## src/rtl/instr_decode_buffer_if.sv

```systemverilog
// Fetch/decode handshake bundle for instr_decode_buffer.
// The slave modport is the buffer itself; the master modport is its environment.
interface instr_decode_buffer_if #(
  parameter int unsigned XLEN  = 32,
  parameter int unsigned DEPTH = 2
);
  logic [31:0]             instr_in;
  logic [XLEN-1:0]         pc_in;
  logic                    in_valid_in;
  logic                    in_ready_out;
  logic                    out_valid_out;
  logic                    out_ready_in;
  logic [6:0]              opcode_out;
  logic [2:0]              funct3_out;
  logic [6:0]              funct7_out;
  logic [4:0]              rs1_addr_out;
  logic [4:0]              rs2_addr_out;
  logic [4:0]              rd_addr_out;
  logic [11:0]             csr_addr_out;
  logic [31:0]             imm_out;
  logic [XLEN-1:0]         pc_out;
  logic                    illegal_out;
  logic [$clog2(DEPTH):0]  count_out;

  modport master (
    output instr_in, pc_in, in_valid_in, out_ready_in,
    input  in_ready_out, out_valid_out, opcode_out, funct3_out, funct7_out, rs1_addr_out,
           rs2_addr_out, rd_addr_out, csr_addr_out, imm_out, pc_out, illegal_out, count_out
  );

  modport slave (
    input  instr_in, pc_in, in_valid_in, out_ready_in,
    output in_ready_out, out_valid_out, opcode_out, funct3_out, funct7_out, rs1_addr_out,
           rs2_addr_out, rd_addr_out, csr_addr_out, imm_out, pc_out, illegal_out, count_out
  );
endinterface

```

## src/rtl/instr_decode_buffer.sv

```systemverilog
// Fetch-to-decode FIFO that decodes its head entry into RV32I fields and immediates.
// Empty or flushing presents a NOP decode with pc_out holding its last shown value.
module instr_decode_buffer #(
  parameter int unsigned XLEN      = 32,
  parameter int unsigned DEPTH     = 2,
  parameter logic [31:0] NOP_INSTR = 32'h00000013
) (
  input logic                  clk_in,
  input logic                  reset_in,
  input logic                  flush_in,
  instr_decode_buffer_if.slave bus
);
  localparam int unsigned     PtrW = $clog2(DEPTH);
  localparam int unsigned     CntW = PtrW + 1;
  localparam logic [CntW-1:0] Full = CntW'(DEPTH);

  logic [31:0]     r_instr_mem [DEPTH];
  logic [XLEN-1:0] r_pc_mem    [DEPTH];
  logic [PtrW-1:0] r_wptr;
  logic [PtrW-1:0] r_rptr;
  logic [CntW-1:0] r_count;
  logic [XLEN-1:0] r_pc_last;

  logic            w_in_ready;
  logic            w_out_valid;
  logic            w_push;
  logic            w_pop;
  logic [31:0]     w_instr;
  logic [XLEN-1:0] w_pc;
  logic [31:0]     w_imm;
  logic            w_known;

  assign w_in_ready  = (r_count != Full) && !flush_in;
  assign w_out_valid = (r_count != '0) && !flush_in;
  assign w_push      = bus.in_valid_in && w_in_ready;
  assign w_pop       = w_out_valid && bus.out_ready_in;

  always_ff @(posedge clk_in) begin
    if (reset_in || flush_in) begin
      r_wptr  <= '0;
      r_rptr  <= '0;
      r_count <= '0;
    end else begin
      if (w_push) r_wptr <= r_wptr + 1'b1;
      if (w_pop)  r_rptr <= r_rptr + 1'b1;
      case ({w_push, w_pop})
        2'b10:   r_count <= r_count + 1'b1;
        2'b01:   r_count <= r_count - 1'b1;
        default: r_count <= r_count;
      endcase
    end
  end

  // Storage is not reset; the count alone decides what is visible.
  always_ff @(posedge clk_in) begin
    if (w_push && !reset_in) begin
      r_instr_mem[r_wptr] <= bus.instr_in;
      r_pc_mem[r_wptr]    <= bus.pc_in;
    end
  end

  always_ff @(posedge clk_in) begin
    if (reset_in) r_pc_last <= '0;
    else          r_pc_last <= w_pc;
  end

  assign w_instr = w_out_valid ? r_instr_mem[r_rptr] : NOP_INSTR;
  assign w_pc    = w_out_valid ? r_pc_mem[r_rptr]    : r_pc_last;

  always_comb begin
    w_imm   = '0;
    w_known = 1'b1;
    case (w_instr[6:0])
      7'b0010011, 7'b0000011, 7'b1100111, 7'b1110011:
        w_imm = {{20{w_instr[31]}}, w_instr[31:20]};
      7'b0100011:
        w_imm = {{20{w_instr[31]}}, w_instr[31:25], w_instr[11:7]};
      7'b1100011:
        w_imm = {{19{w_instr[31]}}, w_instr[31], w_instr[7], w_instr[30:25], w_instr[11:8], 1'b0};
      7'b0110111, 7'b0010111:
        w_imm = {w_instr[31:12], 12'b0};
      7'b1101111:
        w_imm = {{11{w_instr[31]}}, w_instr[31], w_instr[19:12], w_instr[20], w_instr[30:21],
                 1'b0};
      7'b0110011, 7'b0001111:
        w_imm = '0;
      default:
        w_known = 1'b0;
    endcase
  end

  assign bus.in_ready_out  = w_in_ready;
  assign bus.out_valid_out = w_out_valid;
  assign bus.opcode_out    = w_instr[6:0];
  assign bus.funct3_out    = w_instr[14:12];
  assign bus.funct7_out    = w_instr[31:25];
  assign bus.rs1_addr_out  = w_instr[19:15];
  assign bus.rs2_addr_out  = w_instr[24:20];
  assign bus.rd_addr_out   = w_instr[11:7];
  assign bus.csr_addr_out  = w_instr[31:20];
  assign bus.imm_out       = w_imm;
  assign bus.pc_out        = w_pc;
  assign bus.illegal_out   = w_out_valid && ((w_instr[1:0] != 2'b11) || !w_known);
  assign bus.count_out     = r_count;
endmodule

```

## src/flat_wrapper.sv

```systemverilog
// flat-port wrapper written by rule: the top's interface ports become plain ports
module instr_decode_buffer_flat 
#(
  parameter int unsigned XLEN      = 32,
  parameter int unsigned DEPTH     = 2,
  parameter logic [31:0] NOP_INSTR = 32'h00000013
)
  (clk_in, reset_in, flush_in, bus_instr_in, bus_pc_in, bus_in_valid_in, bus_out_ready_in, bus_in_ready_out, bus_out_valid_out, bus_opcode_out, bus_funct3_out, bus_funct7_out, bus_rs1_addr_out, bus_rs2_addr_out, bus_rd_addr_out, bus_csr_addr_out, bus_imm_out, bus_pc_out, bus_illegal_out, bus_count_out);
  instr_decode_buffer_if #(.XLEN(XLEN), .DEPTH(DEPTH)) bus_i ();
  input logic clk_in;
  input logic reset_in;
  input logic flush_in;
  input wire logic [$bits(bus_i.instr_in)-1:0] bus_instr_in;
  input wire logic [$bits(bus_i.pc_in)-1:0] bus_pc_in;
  input wire logic [$bits(bus_i.in_valid_in)-1:0] bus_in_valid_in;
  input wire logic [$bits(bus_i.out_ready_in)-1:0] bus_out_ready_in;
  output wire logic [$bits(bus_i.in_ready_out)-1:0] bus_in_ready_out;
  output wire logic [$bits(bus_i.out_valid_out)-1:0] bus_out_valid_out;
  output wire logic [$bits(bus_i.opcode_out)-1:0] bus_opcode_out;
  output wire logic [$bits(bus_i.funct3_out)-1:0] bus_funct3_out;
  output wire logic [$bits(bus_i.funct7_out)-1:0] bus_funct7_out;
  output wire logic [$bits(bus_i.rs1_addr_out)-1:0] bus_rs1_addr_out;
  output wire logic [$bits(bus_i.rs2_addr_out)-1:0] bus_rs2_addr_out;
  output wire logic [$bits(bus_i.rd_addr_out)-1:0] bus_rd_addr_out;
  output wire logic [$bits(bus_i.csr_addr_out)-1:0] bus_csr_addr_out;
  output wire logic [$bits(bus_i.imm_out)-1:0] bus_imm_out;
  output wire logic [$bits(bus_i.pc_out)-1:0] bus_pc_out;
  output wire logic [$bits(bus_i.illegal_out)-1:0] bus_illegal_out;
  output wire logic [$bits(bus_i.count_out)-1:0] bus_count_out;
  assign bus_i.instr_in = bus_instr_in;
  assign bus_i.pc_in = bus_pc_in;
  assign bus_i.in_valid_in = bus_in_valid_in;
  assign bus_i.out_ready_in = bus_out_ready_in;
  assign bus_in_ready_out = bus_i.in_ready_out;
  assign bus_out_valid_out = bus_i.out_valid_out;
  assign bus_opcode_out = bus_i.opcode_out;
  assign bus_funct3_out = bus_i.funct3_out;
  assign bus_funct7_out = bus_i.funct7_out;
  assign bus_rs1_addr_out = bus_i.rs1_addr_out;
  assign bus_rs2_addr_out = bus_i.rs2_addr_out;
  assign bus_rd_addr_out = bus_i.rd_addr_out;
  assign bus_csr_addr_out = bus_i.csr_addr_out;
  assign bus_imm_out = bus_i.imm_out;
  assign bus_pc_out = bus_i.pc_out;
  assign bus_illegal_out = bus_i.illegal_out;
  assign bus_count_out = bus_i.count_out;
  instr_decode_buffer #(.XLEN(XLEN), .DEPTH(DEPTH), .NOP_INSTR(NOP_INSTR)) u_core (.clk_in(clk_in), .reset_in(reset_in), .flush_in(flush_in), .bus(bus_i));
endmodule
```

## config.mk

```make
export PLATFORM = sky130hd
export DESIGN_NAME = instr_decode_buffer_flat
export DESIGN_NICKNAME = d
export VERILOG_FILES = /design/src/rtl/instr_decode_buffer_if.sv /design/src/rtl/instr_decode_buffer.sv /design/src/flat_wrapper.sv
export SDC_FILE = /design/constraint.sdc
export NUM_CORES = 1
export LEC_CHECK = 0
export BUFFER_PORTS_ARGS = -buffer_cell sky130_fd_sc_hd__buf_2
export CELL_PAD_IN_SITES_DETAIL_PLACEMENT = 1
export CELL_PAD_IN_SITES_GLOBAL_PLACEMENT = 2
export CORE_MARGIN = 2
export CORE_UTILIZATION = 37
export CTS_CLUSTER_SIZE = 25
export DETAILED_ROUTE_END_ITERATION = 12
export GPL_TIMING_DRIVEN = 0
export HOLD_SLACK_MARGIN = 0.12
export PLACE_DENSITY = 0.88
export RECOVER_POWER = 50
export SLEW_MARGIN = 30
export SYNTH_ARGS = -nofsm -noshare
export SYNTH_HDL_FRONTEND = slang
export SYNTH_SLANG_ARGS = --single-unit
```

## constraint.sdc

```tcl
create_clock -name clk_in -period 15.9 [get_ports clk_in]
set_input_delay 1.59 -clock clk_in [delete_from_list [all_inputs] [get_ports clk_in]]
set_output_delay 1.59 -clock clk_in [all_outputs]
set_load 0.02 [all_outputs]
```

==> out/results.ini, run 1 <==
[cts]
clock_sinks = 165
clockBufferDepth = 2
post-cts-setup-buffers = 0
cts_buffers = 17
htree_levels = 4
cts_tree = done
cts_hold_buf = 0
clk_transition_reported_paths_ps = 70
cts-root-buf = clkbuf_16
clk_latency_ps = 420
cts.repair.resized = 0

[sta]
finalCriticalPeriod_ps = 6250
fmax_ghz = 0.160
rsz0062_at_grt = false
slew_viol_final = 0
fin_tns_setup_ps = 0
slew_headroom_pct = 36.1
fin_crit_sh_pct = 39.3
final.setup_skew_ps = 10.3
tightest_slew_ps = 956
hold_viol_final = 0
finalSetupViolCount = 0

[power]
p_int_w = 0.000728
vdd_ir_drop_max_v = 0.0000651
p_leak_nw = 3.37
switchingPower_w = 0.000213
clock_power_share_pct = 44.5
power.share.combinational_pct = 5.1
swShare_pct = 22.6
power_frac_seq_pct = 50.4
power_density_mw_per_mm2 = 110

[logic_synthesis]
syn_nets = 575
synth_top_area_share_pct = 57.3
ys_warn_count = 0
synthFlopType = edfxtp_1
synth_area_leaders = edfxtp_1, dfxtp_1, mux2i_1, nor2b_1, nand2_1
synth_seq_cells = 165
yosysMostFrequentCell = edfxtp_1
syn_inst = 505
synth_top_cell_by_area = edfxtp_1
yosysSeqAreaShare_pct = 68.3
synth_edf_count = 128
synth-async-reset-ratio_pct = 0
synth_common_cells = edfxtp_1, nand2_1, mux2i_1
syn_area_per_cell_um2 = 13.3
syn_area_mm2 = 0.00671
yosys.cell_types.count = 44

[route]
firstDrtPassIters = 4
detail_route.wl_per_cell_um = 17.8
wl_um = 17200
drt-vias-per-instance = 4.91
num_vias = 4740
first_iter_violations = 159
drc = 0
ant_nets = 0

[critical_path]
r2r_slack_ps = 12760
worst_ep_required_time_ps = 14310
crit_path_max_incr_delay_ps = 800
path_common_cell = clkbuf_1
worst_path_max_delay_cell = clkinvlp_2
reg2reg_depth = 7
start_kind = input port
end_kind = output pin
rr_startpoint = u_core.bus.count_out[0]
crit_arrival_ps = 4660
r2r-end = u_core.bus.count_out[1]
cp_max_fo = 10
crit_chain = clkbuf_1, o21bai_1, clkinvlp_2, nand2_1, nor2_1, nand3_1, clkbuf_1, o21ai_1, buf_2
crit_type = input port to output pin

[min_path]
whs_path_depth = 2
worstHoldPathType = flip-flop to flip-flop
hold_path_end = u_core.r_rptr
min_from = u_core.r_rptr

[global_route]
grt_max_degree = 18
grt_pass1_wl_um = 26700
antenna_found_initial = 3
grt.total_usage_pct = 17.8
grt_pass1_vias = 4983
grt_overflow = 0

[placement]
post-place-cells = 932
dp.final_hpwl_um = 13100
gp_congestion = 0.762
port_buffers = 180

[job]
drv_cap = 0

[floorplanning]
die_y_um = 139
core_mm2 = 0.0179
dieWidth_um = 139
start_util_pct = 37.5
die_area_mm2 = 0.0192
num_rows = 49
io_pins = 182

[cells_and_area]
final_cells = 965
nNetsFinal = 792
area_growth_pct = 27.6
drive_gt1_share_pct = 31.3

[run_status]
outcome = complete, no violations

[power groups by stage]
stage | combinational [W] | clock (W) | sequential [W]
floorplan | 0.0000253 | 0 | 0.000485
global placement | 0.0000461 | 0 | 0.000485
detailed placement | 0.0000503 | 0 | 0.000484
CTS | 0.0000506 | 0.000429 | 0.000475
global route | 0.0000528 | 0.000449 | 0.000475
finish | 0.0000480 | 0.000419 | 0.000475
[worst max path at each step]
| stage | start | depth (start not counted) | endpoint |
|---|---|---|---|
| floorplan | flush_in | 3 | u_core.r_instr_mem[1][0] |
| global placement | reset_in | 3 | u_core.r_instr_mem[1][18] |
| detailed placement | flush_in | 9 | bus_imm_out[30] |
| CTS | flush_in | 9 | bus_imm_out[30] |
| global route | flush_in | 9 | bus_imm_out[30] |
| finish | flush_in | 9 | bus_imm_out[30] |
[state kept, by name, indices dropped and copies added, names as in the netlist, named ones only]
name and count:
u_core.r_instr_mem 64, u_core.r_pc_last 32, u_core.bus.count_out 2, u_core.r_pc_mem 64, u_core.r_wptr 1, u_core.r_rptr 1
[cell families after synthesis]
family / share of synthesized area [%]
buffers and inverters: 4.06
AO/OA/AOI/OAI: 6.93
AND/OR/NAND/NOR: 9.84
multiplexers: 10.0
flip-flops: 68.3
XOR/XNOR: 0.652
adder cells (fa/ha/maj): 0.186
[cells in the final DEF, fill, tap and decap left out, types with 2 or more instances in the layout]
cell and instances:
inv_8 4, nand3_1 2, buf_4 26, inv_6 6, bufinv_16 2, o22ai_1 2
o32ai_1 4, edfxtp_1 128, a21oi_1 6, o21ai_0 34, xor2_1 2, o211ai_1 4
o31ai_1 8, buf_2 152, mux2_2 14, nand2_1 54, nor3_1 10, clkinv_4 2
mux2i_1 49, o21ai_1 11, dfxtp_1 37, nor2_1 30, a211oi_1 2, clkbuf_1 55
nor2b_1 33, clkbuf_16 17, inv_1 14, xnor2_1 3, buf_1 2, nor3b_1 2
[worst max-delay path, delay by kind of cell]
| family | cells | cell delay, ps |
|---|---|---|
| buffers and inverters | 4 | 1650 |
| and+or+nand+nor | 3 | 790 |
| AOI/OAI and AO/OA | 2 | 620 |
[per-layer routing]
metal | vias to the layer above | wire (um) | global-route usage, %
li1 | 2250 | - | -
met1 | 2318 | 6950 | 20.5
met2 | 150 | 8800 | 31.9
met3 | 18 | 1210 | 5.97
met4 | 4 | 182 | 4.84
met5 | - | 26 | 0
[per-stage QoR]
stage	total power, W	area (um^2)	setup WS [ps]	utilization [%]	hold WS [ps]
after global placement	0.000531	7900	5680	44.1	538
after CTS	0.000955	8660	10730	48.4	558
after global routing	0.000976	8560	9290	47.8	595
final	0.000941	8560	9650	47.8	552
after floorplan	0.000510	6710	8420	-	520
after detailed placement	0.000535	8050	10740	45.0	543
[area by class of cell]
cell class                      instances  area, um^2
Antenna cell                            1        2.50
Buffer                                 38         211
Timing Repair Buffer                  198         970
Sequential cell                       165        4580
Clock inverter                         15         183
Multi-Input combinational cell        287        1840
Fill cell                            1942        9340
Tap cell                              229         287
Clock buffer                           17         425
Inverter                               15        57.6
No activity file was read; power rests on OpenSTA's default activity.
==> inputs of run 2 (changes only) <==
CORE_UTILIZATION = 34   (was 37)
PLACE_DENSITY = 0.82   (was 0.88)
clock period = 5.9 ns   (was 15.9 ns; I/O delays follow)
==> out/results.ini, run 2 (synthesis results as in run 1) <==
[sta]
hold_slack_ps = 355  ; -198 ps
final.setup_skew_ps = 5.87  ; -4.45 ps
finalCriticalPeriod_ps = 3920
finalSetupViolCount = 0  ; unchanged
setup_ws_ps = 1980  ; -7660 ps
slew_viol_final = 0  ; unchanged
slew_headroom_pct = 28.6  ; -7.6 points
fin_crit_sh_pct = 66.4
rsz0062_at_grt = false
fmax_ghz = 0.255
fin_tns_setup_ps = 0  ; unchanged
tightest_slew_ps = 1070  ; +113 ps
hold_viol_final = 0  ; unchanged

[power]
swShare_pct = 22.2  ; -0.39 points
switchingPower_w = 0.000544  ; +160%
power_frac_seq_pct = 52.3  ; +1.9 points
p_int_w = 0.00190  ; +160%
p_leak_nw = 3.32  ; -1.4%
clock_power_share_pct = 42.4  ; -2.1 points
power.share.combinational_pct = 5.3  ; +0.2 points
vdd_ir_drop_max_v = 0.000201  ; +210%
power_density_mw_per_mm2 = 286  ; +160%

[min_path]
min_from = bus_pc_in[14]
hold_path_end = u_core.r_pc_mem[1][14]
whs_path_depth = 1  ; -1
worstHoldPathType = input port to flip-flop

[cts]
cts.repair.resized = 0  ; unchanged
post-cts-setup-buffers = 0  ; unchanged
htree_levels = 4  ; unchanged
clock_sinks = 165  ; unchanged
cts_buffers = 17  ; unchanged
clockBufferDepth = 2  ; unchanged
clk_transition_reported_paths_ps = 60  ; about the same
cts_tree = done
clk_latency_ps = 420  ; about the same
cts-root-buf = clkbuf_16
cts_hold_buf = 0  ; unchanged

[job]
drv_cap = 0  ; unchanged

[placement]
gp_congestion = 0.822  ; +7.9%
port_buffers = 180  ; unchanged
post-place-ws_ps = 2720  ; -8020 ps
placed_area_mm2 = 0.00809  ; +0.44%
dp.final_hpwl_um = 13500  ; +3.1%

[route]
drc = 0  ; unchanged
wl_um = 17500  ; +1.7%
num_vias = 4710  ; -0.63%
ant_nets = 0  ; unchanged
firstDrtPassIters = 4  ; unchanged
drt-vias-per-instance = 4.74  ; -3.5%
detail_route.wl_per_cell_um = 17.6  ; -1.3%
first_iter_violations = 128  ; -19%

[critical_path]
r2r-end = u_core.r_instr_mem[0][7]
start_kind = flip-flop
crit_chain = o21bai_1, clkinv_4, o211ai_1, nor3_1, o21ai_1, o31ai_1, buf_2
rr_startpoint = u_core.bus.count_out[0]
crit_type = flip-flop to output pin
worst_path_max_delay_cell = o21bai_1
crit_arrival_ps = 3330  ; -1330 ps
worst_ep_required_time_ps = 5310  ; -9000 ps
end_kind = output pin
crit_path_max_incr_delay_ps = 870  ; +70 ps
cp_max_fo = 10  ; unchanged
reg2reg_depth = 6  ; -1
r2r_slack_ps = 2980  ; -9780 ps

[global_route]
grt.total_usage_pct = 17.0  ; -0.83 points
grt_pass1_wl_um = 26600  ; -0.44%
grt_pass1_vias = 4903  ; -1.6%
antenna_found_initial = 2  ; -1
grt_overflow = 0  ; unchanged
grt_max_degree = 17  ; -1

[floorplanning]
dieWidth_um = 145  ; +4.2%
core_mm2 = 0.0194  ; +8.4%
io_pins = 182  ; unchanged
start_util_pct = 34.6  ; -2.9 points
die_y_um = 145  ; +4.2%
die_area_mm2 = 0.0209  ; +8.6%
num_rows = 51  ; +4.1%

[cells_and_area]
layout_commonest_cell = buf_2
reg.largest.list = u_core.r_instr_mem: 64 flops, u_core.r_pc_mem: 64 flops, u_core.r_pc_last: 32 flops
final_cell_mix = buf_2, edfxtp_1, nand2_1, clkbuf_1, mux2i_1
nNetsFinal = 784  ; -1.0%
fin_area_mm2 = 0.00856  ; about the same
num-fill-cells = 2142  ; +10%
area_growth_pct = 27.5  ; about the same
drive_gt1_share_pct = 30.7  ; -0.62 points
final_util_pct = 44.1  ; -3.7 points

[run_status]
outcome = complete, no violations

run 2: cell count changes in the layout (fill, tap and decap cells not counted), moves of 3 or more:
cell,delta
clkinvlp_4,+3
buf_4,-12
inv_8,-3
inv_6,-3
buf_6,+5
run 2: worst max-delay path by stage:
stage,startpoint,to,depth (start not counted)
after floorplan,u_core.bus.count_out[0],u_core.r_instr_mem[1][0],4
after global routing,u_core.bus.count_out[0],bus_imm_out[15],7
after CTS,u_core.bus.count_out[0],bus_opcode_out[3],6
after detailed placement,flush_in,bus_opcode_out[3],7
final,u_core.bus.count_out[0],bus_imm_out[15],7
after global placement,reset_in,u_core.r_instr_mem[1][12],3
run 2: critical path, delay by kind of cell (launching register included):
family / cells / cell delay (ps)
AOI/OAI and AO/OA: 4 / 1950
buffers and inverters: 2 / 490
DFF: 1 / 370
and+or+nand+nor: 1 / 90
run 2: final cells by class:
class,count,area (um^2),share of cell area (%)
multi-input combinational,287,1860,21.7
antenna,2,5.00,0.0585
buffer,38,211,2.47
clock inverter,14,128,1.49
clock buffer,18,429,5.01
sequential,165,4580,53.6
timing repair buffer,190,955,11.2
inverter,15,61.3,0.716
tap,265,332,3.87
run 2: power by group through the flow:
stage	logic (W)	registers, W	clock network (W)
after CTS	0.000138	0.00128	0.00107
after floorplan	0.0000684	0.00131	0
after detailed placement	0.000137	0.00131	0
after global routing	0.000144	0.00128	0.00111
after global placement	0.000126	0.00131	0
final	0.000129	0.00128	0.00104
run 2: routing by layer:
layer / global-route usage (%) / vias to the layer above / wire length (um)
met5: 0 / - / 7
met4: 5.42 / 2 / 262
met3: 5.70 / 19 / 1460
met2: 30.3 / 163 / 8650
met1: 19.2 / 2289 / 7080
li1: - / 2237 / -
run 2: stage by stage:
step           instances  power [W]
2_1_floorplan        505    0.00137
3_3_place_gp         950    0.00143
3_5_place_dp         960    0.00144
4_1_cts              992    0.00249
5_1_grt              993    0.00254
6_report             994    0.00245
==> inputs of run 3 (changes only) <==
ABC_AREA = 1   (was unset)
CORE_UTILIZATION = 32   (was 34)
clock period = 4.1 ns   (was 5.9 ns; I/O delays follow)
==> out/results.ini, run 3 <==
[run_status]
outcome = complete, no violations

[cts]
clockBufferDepth = 2  ; unchanged
cts_tree = done
cts.repair.resized = 0  ; unchanged
cts_buffers = 17  ; unchanged
clk_transition_reported_paths_ps = 70  ; about the same
clock_sinks = 165  ; unchanged
clk_latency_ps = 420  ; about the same
post-cts-setup-buffers = 0  ; unchanged
htree_levels = 4  ; unchanged
cts_hold_buf = 0  ; unchanged
cts-root-buf = clkbuf_16

[critical_path]
worst_path_max_delay_cell = clkbuf_1
start_kind = flip-flop
worst_ep_required_time_ps = 3690  ; -1620 ps
crit_type = flip-flop to output pin
end_kind = output pin
rr_startpoint = u_core.bus.count_out[0]
crit_path_max_incr_delay_ps = 510  ; -360 ps
crit_chain = nor2_2, nor2_1, buf_6, clkbuf_1, clkbuf_1, nand2_1, inv_1, nand3_1, nand3_2, buf_2
r2r-end = u_core.r_instr_mem[0][10]
r2r_slack_ps = 1120  ; -1860 ps
reg2reg_depth = 7  ; +1
cp_max_fo = 10  ; unchanged
path_common_cell = clkbuf_1
crit_arrival_ps = 2950  ; -380 ps

[power]
power_density_mw_per_mm2 = 420  ; +47%
p_leak_nw = 4.39  ; +32%
vdd_ir_drop_max_v = 0.000263  ; +31%

[logic_synthesis]
syn_area_mm2 = 0.00709  ; +5.6%
synth_top_cell_by_area = edfxtp_1
ys_warn_count = 0  ; unchanged
synth_top_area_share_pct = 54.2  ; -3.0 points
syn_inst = 699  ; +38%
synth_area_leaders = edfxtp_1, dfxtp_1, nand2_1, nor2_1, inv_1
yosysSeqAreaShare_pct = 64.7  ; -3.6 points
synthFlopType = edfxtp_1
syn_area_per_cell_um2 = 10.1  ; -24%
synth_seq_cells = 165  ; unchanged
syn_nets = 769  ; +34%
synth_common_cells = nand2_1, edfxtp_1, nor2_1
synth_edf_count = 128  ; unchanged
yosysMostFrequentCell = nand2_1
yosys.cell_types.count = 28  ; -36%
synth-async-reset-ratio_pct = 0  ; unchanged

[sta]
tightest_slew_ps = 1200  ; +126 ps
fmax_ghz = 0.297
fin_crit_sh_pct = 82.0
finalSetupViolCount = 0  ; unchanged
final.setup_skew_ps = 9.50  ; +3.63 ps
hold_slack_ps = 173  ; -181 ps
hold_viol_final = 0  ; unchanged
rsz0062_at_grt = false
slew_viol_final = 0  ; unchanged
finalCriticalPeriod_ps = 3360
slew_headroom_pct = 19.7  ; -8.9 points

[floorplanning]
start_util_pct = 32.6  ; -2.0 points
die_area_mm2 = 0.0233  ; +12%
num_rows = 54  ; +5.9%
io_pins = 182  ; unchanged
core_mm2 = 0.0218  ; +12%
dieWidth_um = 153  ; +5.7%
die_y_um = 153  ; +5.7%

[route]
num_vias = 5354  ; +14%
first_iter_violations = 194  ; +52%
ant_nets = 0  ; unchanged
wl_um = 18500  ; +6.2%
detail_route.wl_per_cell_um = 15.4  ; -12%
drc = 0  ; unchanged
firstDrtPassIters = 4  ; unchanged
drt-vias-per-instance = 4.45  ; -6.1%

[cells_and_area]
final_cell_mix = nand2_1, buf_2, edfxtp_1, nor2_1, inv_1
area_growth_pct = 27.3
drive_gt1_share_pct = 29.7  ; -0.99 points
final_util_pct = 41.4  ; -2.7 points
fin_area_mm2 = 0.00902  ; +5.3%
layout_commonest_cell = nand2_1
reg.largest.list = u_core.r_instr_mem: 64 flops, u_core.r_pc_mem: 64 flops, u_core.r_pc_last: 32 flops
final_cells = 1203  ; +21%
nNetsFinal = 980  ; +25%
antenna_cells = 0  ; -2

[job]
drv_cap = 0  ; unchanged

[placement]
gp_congestion = 0.763  ; -7.2%
port_buffers = 180  ; unchanged
post-place-cells = 1171  ; +22%
placed_area_mm2 = 0.00850  ; +5.1%
dp.final_hpwl_um = 14100  ; +4.5%

[min_path]
hold_path_end = u_core.r_instr_mem[1][13]
whs_path_depth = 1  ; unchanged
worstHoldPathType = input port to flip-flop
min_from = bus_instr_in[13]

[global_route]
grt_pass1_vias = 5556  ; +13%
grt_pass1_wl_um = 29900  ; +13%
antenna_found_initial = 0  ; -2
grt.total_usage_pct = 16.4  ; -0.65 points
grt_overflow = 0  ; unchanged
grt_max_degree = 17  ; unchanged

==> run 3: cell count changes after synthesis, moves of 24 or more <==
cell,delta
or2_2,+32
nor2_1,+53
mux2i_1,-46
nand3_1,+24
inv_1,+47
nand2_1,+124
nor2b_1,-33
==> run 3: how the worst max path moves through the flow <==
stage / from / endpoint / slack [ps] / cells past startpoint
after floorplan: u_core.bus.count_out[0] / u_core.r_instr_mem[1][0] / -130 / 4
after global placement: flush_in / u_core.r_pc_mem[1][29] / -1440 / 4
after detailed placement: flush_in / bus_imm_out[24] / 1430 / 7
after CTS: u_core.bus.count_out[0] / bus_imm_out[24] / 1070 / 6
after global routing: u_core.bus.count_out[0] / bus_imm_out[26] / 480 / 10
final: u_core.bus.count_out[1] / bus_imm_out[26] / 740 / 10
==> run 3: through the flow <==
stage / setup TNS [ps] / setup slack [ps] / total power, W
2_1_floorplan: -16590 / -130 / 0.00203
3_3_place_gp: -182020 / -1440 / 0.00214
3_5_place_dp: 0 / 1430 / 0.00215
4_1_cts: 0 / 1070 / 0.00384
5_1_grt: 0 / 476 / 0.00394
6_report: 0 / 738 / 0.00379
==> run 3: layout make-up <==
cell class,count,area (um^2)
inverters,64,240
fillers,2544,12700
clock buffers,17,425
well taps,280,350
flip-flops and latches,165,4580
multi-input cells,427,1990
repair buffers,192,967
plain buffers,43,256
clock inverters,15,201
==> run 3: where the power goes <==
part | switching, W | total, W | internal, W
clock network | 0.000658 | 0.00168 | 0.00102
registers | 0.00000846 | 0.00185 | 0.00184
logic | 0.000169 | 0.000258 | 0.0000885
total | 0.000836 | 0.00379 | 0.00295
==> run 3: cells by family after synthesis <==
family,synth area share [%]
buf+inv,7.08
xor+xnor,0.247
simple gates,24.1
fa+ha+maj,0.177
compound gates,3.23
mux,0.424
flops,64.7
==> run 3: routing by layer <==
metal	vias up	global-route usage, %	wire length (um)
met5	-	0	0
met4	0	4.37	192
met3	18	3.95	877
met2	130	29.3	9590
met1	2525	19.7	7880
li1	2681	-	-
==> run 3: worst max-delay path: cells and delay by family, from the launching register on <==
family / cells / cell delay [ps]
simple gates: 5 / 660
flops: 1 / 460
buf+inv: 5 / 1400
